$ cat config.mk
export PLATFORM = sky130hd
export DESIGN_NAME = crosswalk_request_unit
export DESIGN_NICKNAME = d
export VERILOG_FILES = /design/src/rtl/crosswalk_pkg.sv /design/src/rtl/sync_debounce.sv /design/src/rtl/crosswalk_request_unit.sv
export SDC_FILE = /design/constraint.sdc
export NUM_CORES = 1
export LEC_CHECK = 0
export BUFFER_PORTS_ARGS = -buffer_cell sky130_fd_sc_hd__buf_2
export CAP_MARGIN = 20
export CELL_PAD_IN_SITES_DETAIL_PLACEMENT = 1
export CELL_PAD_IN_SITES_GLOBAL_PLACEMENT = 2
export CORE_AREA = 2 2 135 98
export DETAILED_ROUTE_END_ITERATION = 8
export DIE_AREA = 0 0 137 100
export GPL_ROUTABILITY_DRIVEN = 1
export PLACE_DENSITY_LB_ADDON = 0.1
export SLEW_MARGIN = 20
export SYNTH_ARGS = -nofsm -noshare
export SYNTH_HDL_FRONTEND = slang
export SYNTH_SLANG_ARGS = --single-unit
$ cat constraint.sdc
create_clock -name CLK -period 2.7 [get_ports CLK]
set_input_delay 0.405 -clock CLK [delete_from_list [all_inputs] [get_ports CLK]]
set_output_delay 0.405 -clock CLK [all_outputs]
set_load 0.02 [all_outputs]
$ cat src/rtl/crosswalk_pkg.sv
// Shared constants for the crosswalk request front end: debounce FSM state
// encodings, default timing values, served-counter width and small helpers.
package crosswalk_pkg;

  // Debounce FSM encodings; numeric values are shared with older tooling.
  localparam logic [1:0] ST_IDLE      = 2'd0;
  localparam logic [1:0] ST_PRESS_CHK = 2'd1;
  localparam logic [1:0] ST_PRESSED   = 2'd2;
  localparam logic [1:0] ST_REL_CHK   = 2'd3;

  // Default timing, in CLK cycles.
  localparam int DEF_DEBOUNCE_CYCLES = 20000;
  localparam int DEF_SENSOR_HOLD     = 5000;
  localparam int DEF_CNT_W           = 32;

  // Width of the served-request counter.
  localparam int SERVED_W = 8;

  // Rising-edge strobes derived from the controller lamp feedback.
  typedef struct packed {
    logic pg_rise;
    logic rg_rise;
  } fb_edge_t;

  // Increment that sticks at all-ones instead of wrapping.
  function automatic logic [SERVED_W-1:0] sat_inc(input logic [SERVED_W-1:0] v);
    return (v == '1) ? v : v + SERVED_W'(1);
  endfunction

endpackage

$ cat src/rtl/sync_debounce.sv
// Two-flop synchronizer followed by a four-state debounce FSM. Emits a single
// registered press_evt pulse when a press has been stable for DEBOUNCE_CYCLES
// synchronized samples; a new press needs a debounced release first.
module sync_debounce
  import crosswalk_pkg::*;
#(
  parameter int DEBOUNCE_CYCLES = DEF_DEBOUNCE_CYCLES,
  parameter int CNT_W           = DEF_CNT_W
) (
  input  logic CLK,
  input  logic RST,
  input  logic i_raw,
  output logic o_press_evt
);

  localparam logic [CNT_W-1:0] DB_TERM = CNT_W'(DEBOUNCE_CYCLES - 1);
  localparam logic [CNT_W-1:0] CNT_ONE = CNT_W'(1);

  logic [1:0]       r_sync;
  logic             w_sync;
  logic [1:0]       r_state;
  logic [1:0]       w_state_nxt;
  logic [CNT_W-1:0] r_cnt;
  logic [CNT_W-1:0] w_cnt_nxt;
  logic             r_press_evt;
  logic             w_evt_nxt;

  assign w_sync      = r_sync[1];
  assign o_press_evt = r_press_evt;

  // Bring the asynchronous raw input into the CLK domain.
  always_ff @(posedge CLK or posedge RST) begin
    if (RST) r_sync <= 2'b00;
    else     r_sync <= {r_sync[0], i_raw};
  end

  // Next-state and stability-counter logic; the counter never passes
  // DB_TERM because reaching it always leaves the check state.
  always_comb begin
    w_state_nxt = r_state;
    w_cnt_nxt   = r_cnt;
    w_evt_nxt   = 1'b0;
    case (r_state)
      ST_IDLE: begin
        if (w_sync) begin
          w_state_nxt = ST_PRESS_CHK;
          w_cnt_nxt   = CNT_ONE;
        end
      end
      ST_PRESS_CHK: begin
        if (!w_sync) begin
          w_state_nxt = ST_IDLE;
          w_cnt_nxt   = '0;
        end else if (r_cnt == DB_TERM) begin
          w_state_nxt = ST_PRESSED;
          w_cnt_nxt   = '0;
          w_evt_nxt   = 1'b1;
        end else begin
          w_cnt_nxt   = r_cnt + CNT_ONE;
        end
      end
      ST_PRESSED: begin
        if (!w_sync) begin
          w_state_nxt = ST_REL_CHK;
          w_cnt_nxt   = CNT_ONE;
        end
      end
      ST_REL_CHK: begin
        if (w_sync) begin
          w_state_nxt = ST_PRESSED;
          w_cnt_nxt   = '0;
        end else if (r_cnt == DB_TERM) begin
          w_state_nxt = ST_IDLE;
          w_cnt_nxt   = '0;
        end else begin
          w_cnt_nxt   = r_cnt + CNT_ONE;
        end
      end
      default: begin
        w_state_nxt = ST_IDLE;
        w_cnt_nxt   = '0;
      end
    endcase
  end

  // Register FSM state, counter and the one-cycle press event.
  always_ff @(posedge CLK or posedge RST) begin
    if (RST) begin
      r_state     <= ST_IDLE;
      r_cnt       <= '0;
      r_press_evt <= 1'b0;
    end else begin
      r_state     <= w_state_nxt;
      r_cnt       <= w_cnt_nxt;
      r_press_evt <= w_evt_nxt;
    end
  end

endmodule

$ cat src/rtl/crosswalk_request_unit.sv
// Crosswalk request front end: debounced pedestrian request latch, qualified
// vehicle request, WAIT lamp and a saturating served-request counter. Requests
// are held as levels until the controller's lamp feedback shows service.
module crosswalk_request_unit
  import crosswalk_pkg::*;
#(
  parameter int DEBOUNCE_CYCLES = DEF_DEBOUNCE_CYCLES,
  parameter int SENSOR_HOLD     = DEF_SENSOR_HOLD,
  parameter int CNT_W           = DEF_CNT_W
) (
  input  logic                CLK,
  input  logic                RST,
  input  logic                BTN_RAW,
  input  logic                SENSOR_RAW,
  input  logic                PG,
  input  logic                RG,
  output logic                BUTTON,
  output logic                SENSOR,
  output logic                WAIT_LAMP,
  output logic [SERVED_W-1:0] SERVED_CNT
);

  localparam logic [CNT_W-1:0] SH_TERM = CNT_W'(SENSOR_HOLD - 1);
  localparam logic [CNT_W-1:0] CNT_ONE = CNT_W'(1);

  logic                w_press_evt;
  logic [1:0]          r_sen_sync;
  logic                w_sen;
  logic                r_pg_q;
  logic                r_rg_q;
  fb_edge_t            w_fb;
  logic [CNT_W-1:0]    r_hold;
  logic                r_sensor;
  logic                r_button;
  logic                w_button_nxt;
  logic                r_wait;
  logic [SERVED_W-1:0] r_served;

  // Button path: synchronize, debounce, one pulse per accepted press.
  sync_debounce #(
    .DEBOUNCE_CYCLES (DEBOUNCE_CYCLES),
    .CNT_W           (CNT_W)
  ) u_btn_db (
    .CLK         (CLK),
    .RST         (RST),
    .i_raw       (BTN_RAW),
    .o_press_evt (w_press_evt)
  );

  assign w_sen      = r_sen_sync[1];
  assign w_fb       = '{pg_rise: PG & ~r_pg_q, rg_rise: RG & ~r_rg_q};

  // Service completion clears the request and beats a same-cycle press;
  // presses while pedestrians already have green are dropped.
  assign w_button_nxt = w_fb.pg_rise ? 1'b0 :
                        (w_press_evt && !PG) ? 1'b1 : r_button;

  assign BUTTON     = r_button;
  assign SENSOR     = r_sensor;
  assign WAIT_LAMP  = r_wait;
  assign SERVED_CNT = r_served;

  // Synchronize the vehicle loop; keep last PG/RG for edge detection.
  always_ff @(posedge CLK or posedge RST) begin
    if (RST) begin
      r_sen_sync <= 2'b00;
      r_pg_q     <= 1'b0;
      r_rg_q     <= 1'b0;
    end else begin
      r_sen_sync <= {r_sen_sync[0], SENSOR_RAW};
      r_pg_q     <= PG;
      r_rg_q     <= RG;
    end
  end

  // Vehicle qualifier: SENSOR_HOLD consecutive high samples raise SENSOR;
  // RG rising restarts qualification so a parked vehicle re-requests later.
  always_ff @(posedge CLK or posedge RST) begin
    if (RST) begin
      r_hold   <= '0;
      r_sensor <= 1'b0;
    end else if (!w_sen || w_fb.rg_rise) begin
      r_hold   <= '0;
      r_sensor <= 1'b0;
    end else begin
      if (r_hold != SH_TERM) r_hold <= r_hold + CNT_ONE;
      if (r_hold == SH_TERM) r_sensor <= 1'b1;
    end
  end

  // Pedestrian request latch and its WAIT lamp mirror.
  always_ff @(posedge CLK or posedge RST) begin
    if (RST) begin
      r_button <= 1'b0;
      r_wait   <= 1'b0;
    end else begin
      r_button <= w_button_nxt;
      r_wait   <= w_button_nxt;
    end
  end

  // Count only requests that were actually pending when green arrived.
  always_ff @(posedge CLK or posedge RST) begin
    if (RST)                          r_served <= '0;
    else if (w_fb.pg_rise && r_button) r_served <= sat_inc(r_served);
  end

endmodule

## Word level (Yosys, flattened, before mapping)

Index checks and enable logic that the tools add are counted.

- Reductions and logical operators: 12
- Bitwise logic cells: 5
- Multiply operators: 0
- $lt $le $gt $ge: 0
- Eq/ne operators: 11
- Add/subtract/negate cells: 3
- Muxes and demuxes: 22
- Shift operators: 0
- Divide/modulo/power cells: 0

Operators with widths:

| kind | number |
|---|---|
| 32-bit 2-to-1 mux | 7 |
| 32-bit one-hot mux with 4 select lines | 1 |
| 32-bit by 1-bit adder with 32-bit output, second input constant | 2 |
| 32-bit by 13-bit equality test with 1-bit output, second input constant | 1 |
| 32-bit by 15-bit equality test with 1-bit output, second input constant | 1 |
| 32-bit by 13-bit inequality test with 1-bit output, second input constant | 1 |
| 2-bit 2-to-1 mux | 6 |
| 8-bit by 1-bit adder with 8-bit output, second input constant | 1 |
| 8-bit equality test, second input constant | 1 |
| 2-bit one-hot mux with 4 select lines | 1 |
| 1-bit 2-to-1 mux | 7 |
| 2-bit nonzero test | 3 |
| 2-bit equality test, second input constant | 2 |
| 2-bit AND reduction | 2 |
| 4-bit AND reduction | 1 |
| 3-bit by 1-bit inequality test with 1-bit output, second input constant | 1 |
| 3-bit inequality test, second input constant | 1 |
| 1-bit inverter | 3 |
| 1-bit bitwise AND | 2 |
| 2-bit by 1-bit equality test with 1-bit output, second input constant | 1 |
| 1-bit logical AND | 2 |
| 1-bit zero test | 2 |
| 2-bit zero test | 1 |
| 2-bit by 1-bit inequality test with 1-bit output, second input constant | 1 |
| 2 further kinds | 2 |

- Bits in read-only memories: 0
- Latch bits: 0
- Word-level logic and storage cells: 64
- Flip-flop bits (word level): 83
- Memories: 0
- Input bits: 6
- RAM bits: 0

## Logic depth before layout (Yosys ltp)

- Depth after elaboration: 4
- Mapped depth: 8

## Hierarchy

From an unflattened synthesis, not the netlist that was laid out.

- Cell total of the unflattened synthesis: 463
- Area total of the unflattened synthesis: 4458.0 µm²

Modules (own cells, without submodules):

| module | sequential area each (µm²) | cells each | instances | area an instance (µm²) |
|---|---|---|---|---|
| crosswalk_request_unit | 1151.1 | 241 | 1 | 2411.1 |
| sync_debounce | 925.9 | 222 | 1 | 2047.0 |

## Least setup slack after synthesis

No wires, ideal clock.

- Kind: register to register
- Start: register u_btn_db.r_cnt[6]
- End: register u_btn_db.r_cnt[10]
- Arrival time: 1.748 ns
- Stages on the path, launching flop included: 8
- Slack: 0.827 ns
- Buffers on the path: 2
- Library setup time: 0.125 ns
- Required time: 2.575 ns
- Cell sequence: dfrtp_1 > nor4_1 > nand4_1 > o31a_1 > buf_2 > buf_2 > a21oi_1 > mux2i_1

- Cells in the longest elaborated chain, start to end: 4
- Elaborated cells on any way between the ends: 6
- Classes of those cells: add/sub: 1; eq/ne: 1; mux: 4

RTL lines:

| item | RTL line | text |
|---|---|---|
| start, declared | sync_debounce.sv:23 | `logic [CNT_W-1:0] r_cnt;` |
| start signal, assigned | sync_debounce.sv:94 | `r_cnt <= w_cnt_nxt;` |
| 32-bit by 1-bit adder with 32-bit output or 32-bit by 15-bit equality test with 1-bit output (tied branches) | -- |  |
| 32-bit 2-to-1 mux * | sync_debounce.sv:54, sync_debounce.sv:72 |  |
| 32-bit 2-to-1 mux (on tied branches) | sync_debounce.sv:69, sync_debounce.sv:51 |  |
| 32-bit one-hot mux with 4 select lines * | sync_debounce.sv:43 | `case (r_state)` |

Every way passes the cells marked *; elsewhere a longest branch is shown, timed or not.
A chain may end at the register's enable or synchronous reset.

## Final worst setup path

Ends and elaborated chain as after synthesis.

==> parameters.txt <==
Parameter                              Value

Yosys
  Post-synth EDFFs ... 0
  Largest area contributor in the synthesized netlist ... sky130_fd_sc_hd__dfrtp_1
  Number of synthesized register bits ... slightly above 80
  Post-Synthesis Cells ... 453
  Cell area after synthesis ... 4378 µm²
  Post-synth top flop ... sky130_fd_sc_hd__dfrtp_1
  Cell with the most instances after synthesis ... sky130_fd_sc_hd__dfrtp_1
  Share of Yosys cell area claimed by the top area cell type ... a little under half
  Post-synthesis net count ... 462
  Number of distinct library cell variants in the gate-level netlist after synthesis ... between 50 and 60
  Syn Area/Cell ... between 9 and 10 µm²
  Commonest cells in the synthesized netlist ... sky130_fd_sc_hd__dfrtp_1, sky130_fd_sc_hd__nand3_1, sky130_fd_sc_hd__nand2_1, sky130_fd_sc_hd__nor2_1, sky130_fd_sc_hd__xor2_1
  Fraction of registers with async set/reset ... between 90% and 100%
  Biggest area contributors in the synthesized netlist ... sky130_fd_sc_hd__dfrtp_1, sky130_fd_sc_hd__xor2_1, sky130_fd_sc_hd__nand3_1, sky130_fd_sc_hd__xnor2_1, sky130_fd_sc_hd__nand2_1
  Proportion of synthesized chip area in sequential cells ... 47.44%
  Total number of yosys warnings ... 0

Pwr
  Power share of the sequential group ... 44.7%
  Switching part of the total power ... between 20 and 30%
  P_leak ... ~2.1 nW
  Pint ... 2.132 mW
  Portion of total power attributed to combinational logic ... approximately 12%
  Highest ir drop seen on vdd ... between 0.2 and 0.3 mV
  Total Power ... roughly 3.0 mW
  Power Density ... 589.7 nW/µm²
  Sw power ... roughly 0.84 mW
  Clock share of power ... between 40% and 50%

Job
  Number of maximum-capacitance violations ... 0

Timing
  Setup clock skew after layout ... roughly 0.012 ns
  Transition time of the tightest slew-check pin ... around 0.7 ns
  Remaining max-slew budget at the tightest pin ... between 50% and 60%
  Fmax achieved ... 455.2 MHz
  Accumulated negative setup slack ... 0 ns
  Final hold vios ... 0
  Share of the clock period used by the worst path ... 81.36%
  Hold Worst Slack ... around 0.13 ns
  Unrepaired setup endpoints after global routing ... no
  Worst setup margin ... 0.5033 ns
  # setup viols final ... 0
  Final count of pins violating max slew ... 0
  Fin crit period ... 2.197 ns

Floorplan
  Floorplan die height ... 100 µm
  Initial Util ... a little over a third
  Chip Width ... about 140 µm
  Row cnt ... 35
  Top-level I/O count ... 17
  Die area ... between 10000 and 15000 µm²
  Standard cell core area ... 12610 µm²

Drt
  Total iterations of the first detailed-routing run ... 6
  Wl on met1 ... 6.372 mm
  Vias post-DR ... around 3600
  Initial detailed-routing violation count ... 170
  DR vias/cell ... between 5 and 6
  Met2 routed wirelength ... 4.727 mm
  Total wirelength of the detailed-routed design ... 11.50 mm
  DR WL/cell ... between 15 and 20 µm
  DRT antenna net count ... 0
  Length of routed met3 wiring ... 280 µm
  # DRC ... 0
  Highest metal layer with signal wires ... met4

Layout
  Layout net count ... between 400 and 500
  Fill cell count ... 1466
  Fraction of final layout cells with drive strength greater than 1 ... 14.37%
  Total inserted antenna cells ... 0
  Growth of design area from synthesis to finish ... 15.00%

Clocking
  Clock tree from TritonCTS ... yes
  Clock sink total ... a little over 80
  CTS buffer count ... 9
  Root buffer selected by CTS ... sky130_fd_sc_hd__clkbuf_16
  Depth of the CTS H-tree ... 3
  Postcts setup bufs ... 0
  Clock-pin slew reported for the worst setup and hold paths after clock tree synthesis ... about 0.07 ns
  Clock latency at the later pin of the worst-skew pair ... approximately 0.34 ns
  # hold bufs at CTS ... 0
  Largest buffer count on any clock path ... 2
  Post-cts resize count ... 0

Placed design
  Worst slack at placement ... 0.5087 ns
  Last weighted congestion value of the routability-driven placer ... around 0.73
  Count of port buffers added during placement ... 16
  Post-detailed-placement half-perimeter wirelength ... approximately 8 mm

Worst setup path
  Type of element capturing the critical path ... flop
  Beginning of the critical path ... u_btn_db.r_cnt[6]$_DFFE_PP0P_
  Data arrival time of the critical path ... 2.42 ns
  Path type of the worst setup path ... flop to flop
  Worst-path maximum fanout ... 28
  R2r startpoint ... u_btn_db.r_cnt[6]$_DFFE_PP0P_
  Startpoint Class ... flop
  Data required time at the worst endpoint ... ~2.9 ns

Global routing
  GRT overflow ... 0
  Via count of the first global-routing pass ... 3604
  Antenna violations before repair ... 0
  Pin count of the biggest net entering global routing ... 37
  Global Route Usage Sum ... between 10% and 20%
  First-pass GRT wire length ... 19.49 mm

Hold path
  Worst hold-check path type ... input port to asynchronous set/reset pin

Run status
  Run status ... finished clean
## cell usage in the layout, fill, tap and decap left out, drive strengths merged, types with 19 or more instances in the layout
cell	Yosys	layout
dfrtp	83	83
nand3	41	41
nand2	38	38
nor2	37	37
buf	9	34
xor2	23	23
nand4	22	22
o21ai	22	22
a21oi	19	19
xnor2	19	19
## metrics by stage
stage	std cells	utilization [%]	instance area, µm²
detailed placement	637	37.45	4723
global placement	637	37.45	4723
CTS	653	39.92	5035
floorplan	453	-	4378
finish	653	39.92	5035
global route	653	39.92	5035
## path summary, 6_finish.rpt
kind,endpoint,slack (ns),cells past startpoint
max,u_btn_db.r_cnt[10]$_DFFE_PP0P_,0.50,6
min,r_hold[22]$_DFFE_PP0P_,0.13,2
max reg2reg,u_btn_db.r_cnt[10]$_DFFE_PP0P_,0.50,6
min reg2reg,r_sen_sync[1]$_DFF_PP0_,0.36,0
max in group asynchronous,u_btn_db.r_cnt[23]$_DFFE_PP0P_,1.85,3
min in group CLK,r_sen_sync[0]$_DFF_PP0_,0.17,1
## flip-flops by register name (all words and copies together), names as in the netlist, 2 cells and up, named ones only
| register | flops |
|---|---|
| u_btn_db.r_sync | 2 |
| SERVED_CNT | 8 |
| r_hold | 32 |
| u_btn_db.r_cnt | 32 |
| r_sen_sync | 2 |
## layer usage
layer,up-vias,global-route usage [%]
li1,1699,-
met1,1805,28.98
met2,41,25.11
met3,10,3.990
met4,0,4.679
met5,-,0
## kinds of logic after synthesis
| kind of cell | share of synthesized area (%) |
|---|---|
| mux | 2.115 |
| compound gates | 8.031 |
| xor+xnor | 8.402 |
| simple gates | 29.75 |
| fa+ha+maj | 0.8575 |
| flops | 47.44 |
| buf+inv | 3.401 |
## worst max-delay path, cell delays in order, from the launching register on
cell and delay (ns):
sky130_fd_sc_hd__dfrtp_1 0.45, sky130_fd_sc_hd__nor4_1 0.47, sky130_fd_sc_hd__nand4_1 0.26, sky130_fd_sc_hd__o31a_1 0.36
sky130_fd_sc_hd__buf_4 0.25, sky130_fd_sc_hd__a21oi_1 0.19, sky130_fd_sc_hd__mux2i_1 0.09
## area by class of cell
type / instances / area [µm²] / share of cell area, %
flip-flops and latches: 83 / 2077 / 41.25
well taps: 166 / 207.7 / 4.125
clock buffers: 10 / 239.0 / 4.747
inverters: 17 / 65.06 / 1.292
multi-input cells: 337 / 2158 / 42.87
repair buffers: 34 / 215.2 / 4.274
clock inverters: 6 / 72.57 / 1.441
## power by group through the flow
stage / Combinational [mW] / Sequential (mW) / Clock, mW
final: 0.343 / 1.33 / 1.30
after global routing: 0.390 / 1.33 / 1.39
after CTS: 0.349 / 1.32 / 1.34
after detailed placement: 0.345 / 1.35 / 0
after global placement: 0.331 / 1.35 / 0
after floorplan: 0.250 / 1.32 / 0
Power figures use the tool's default switching activity.
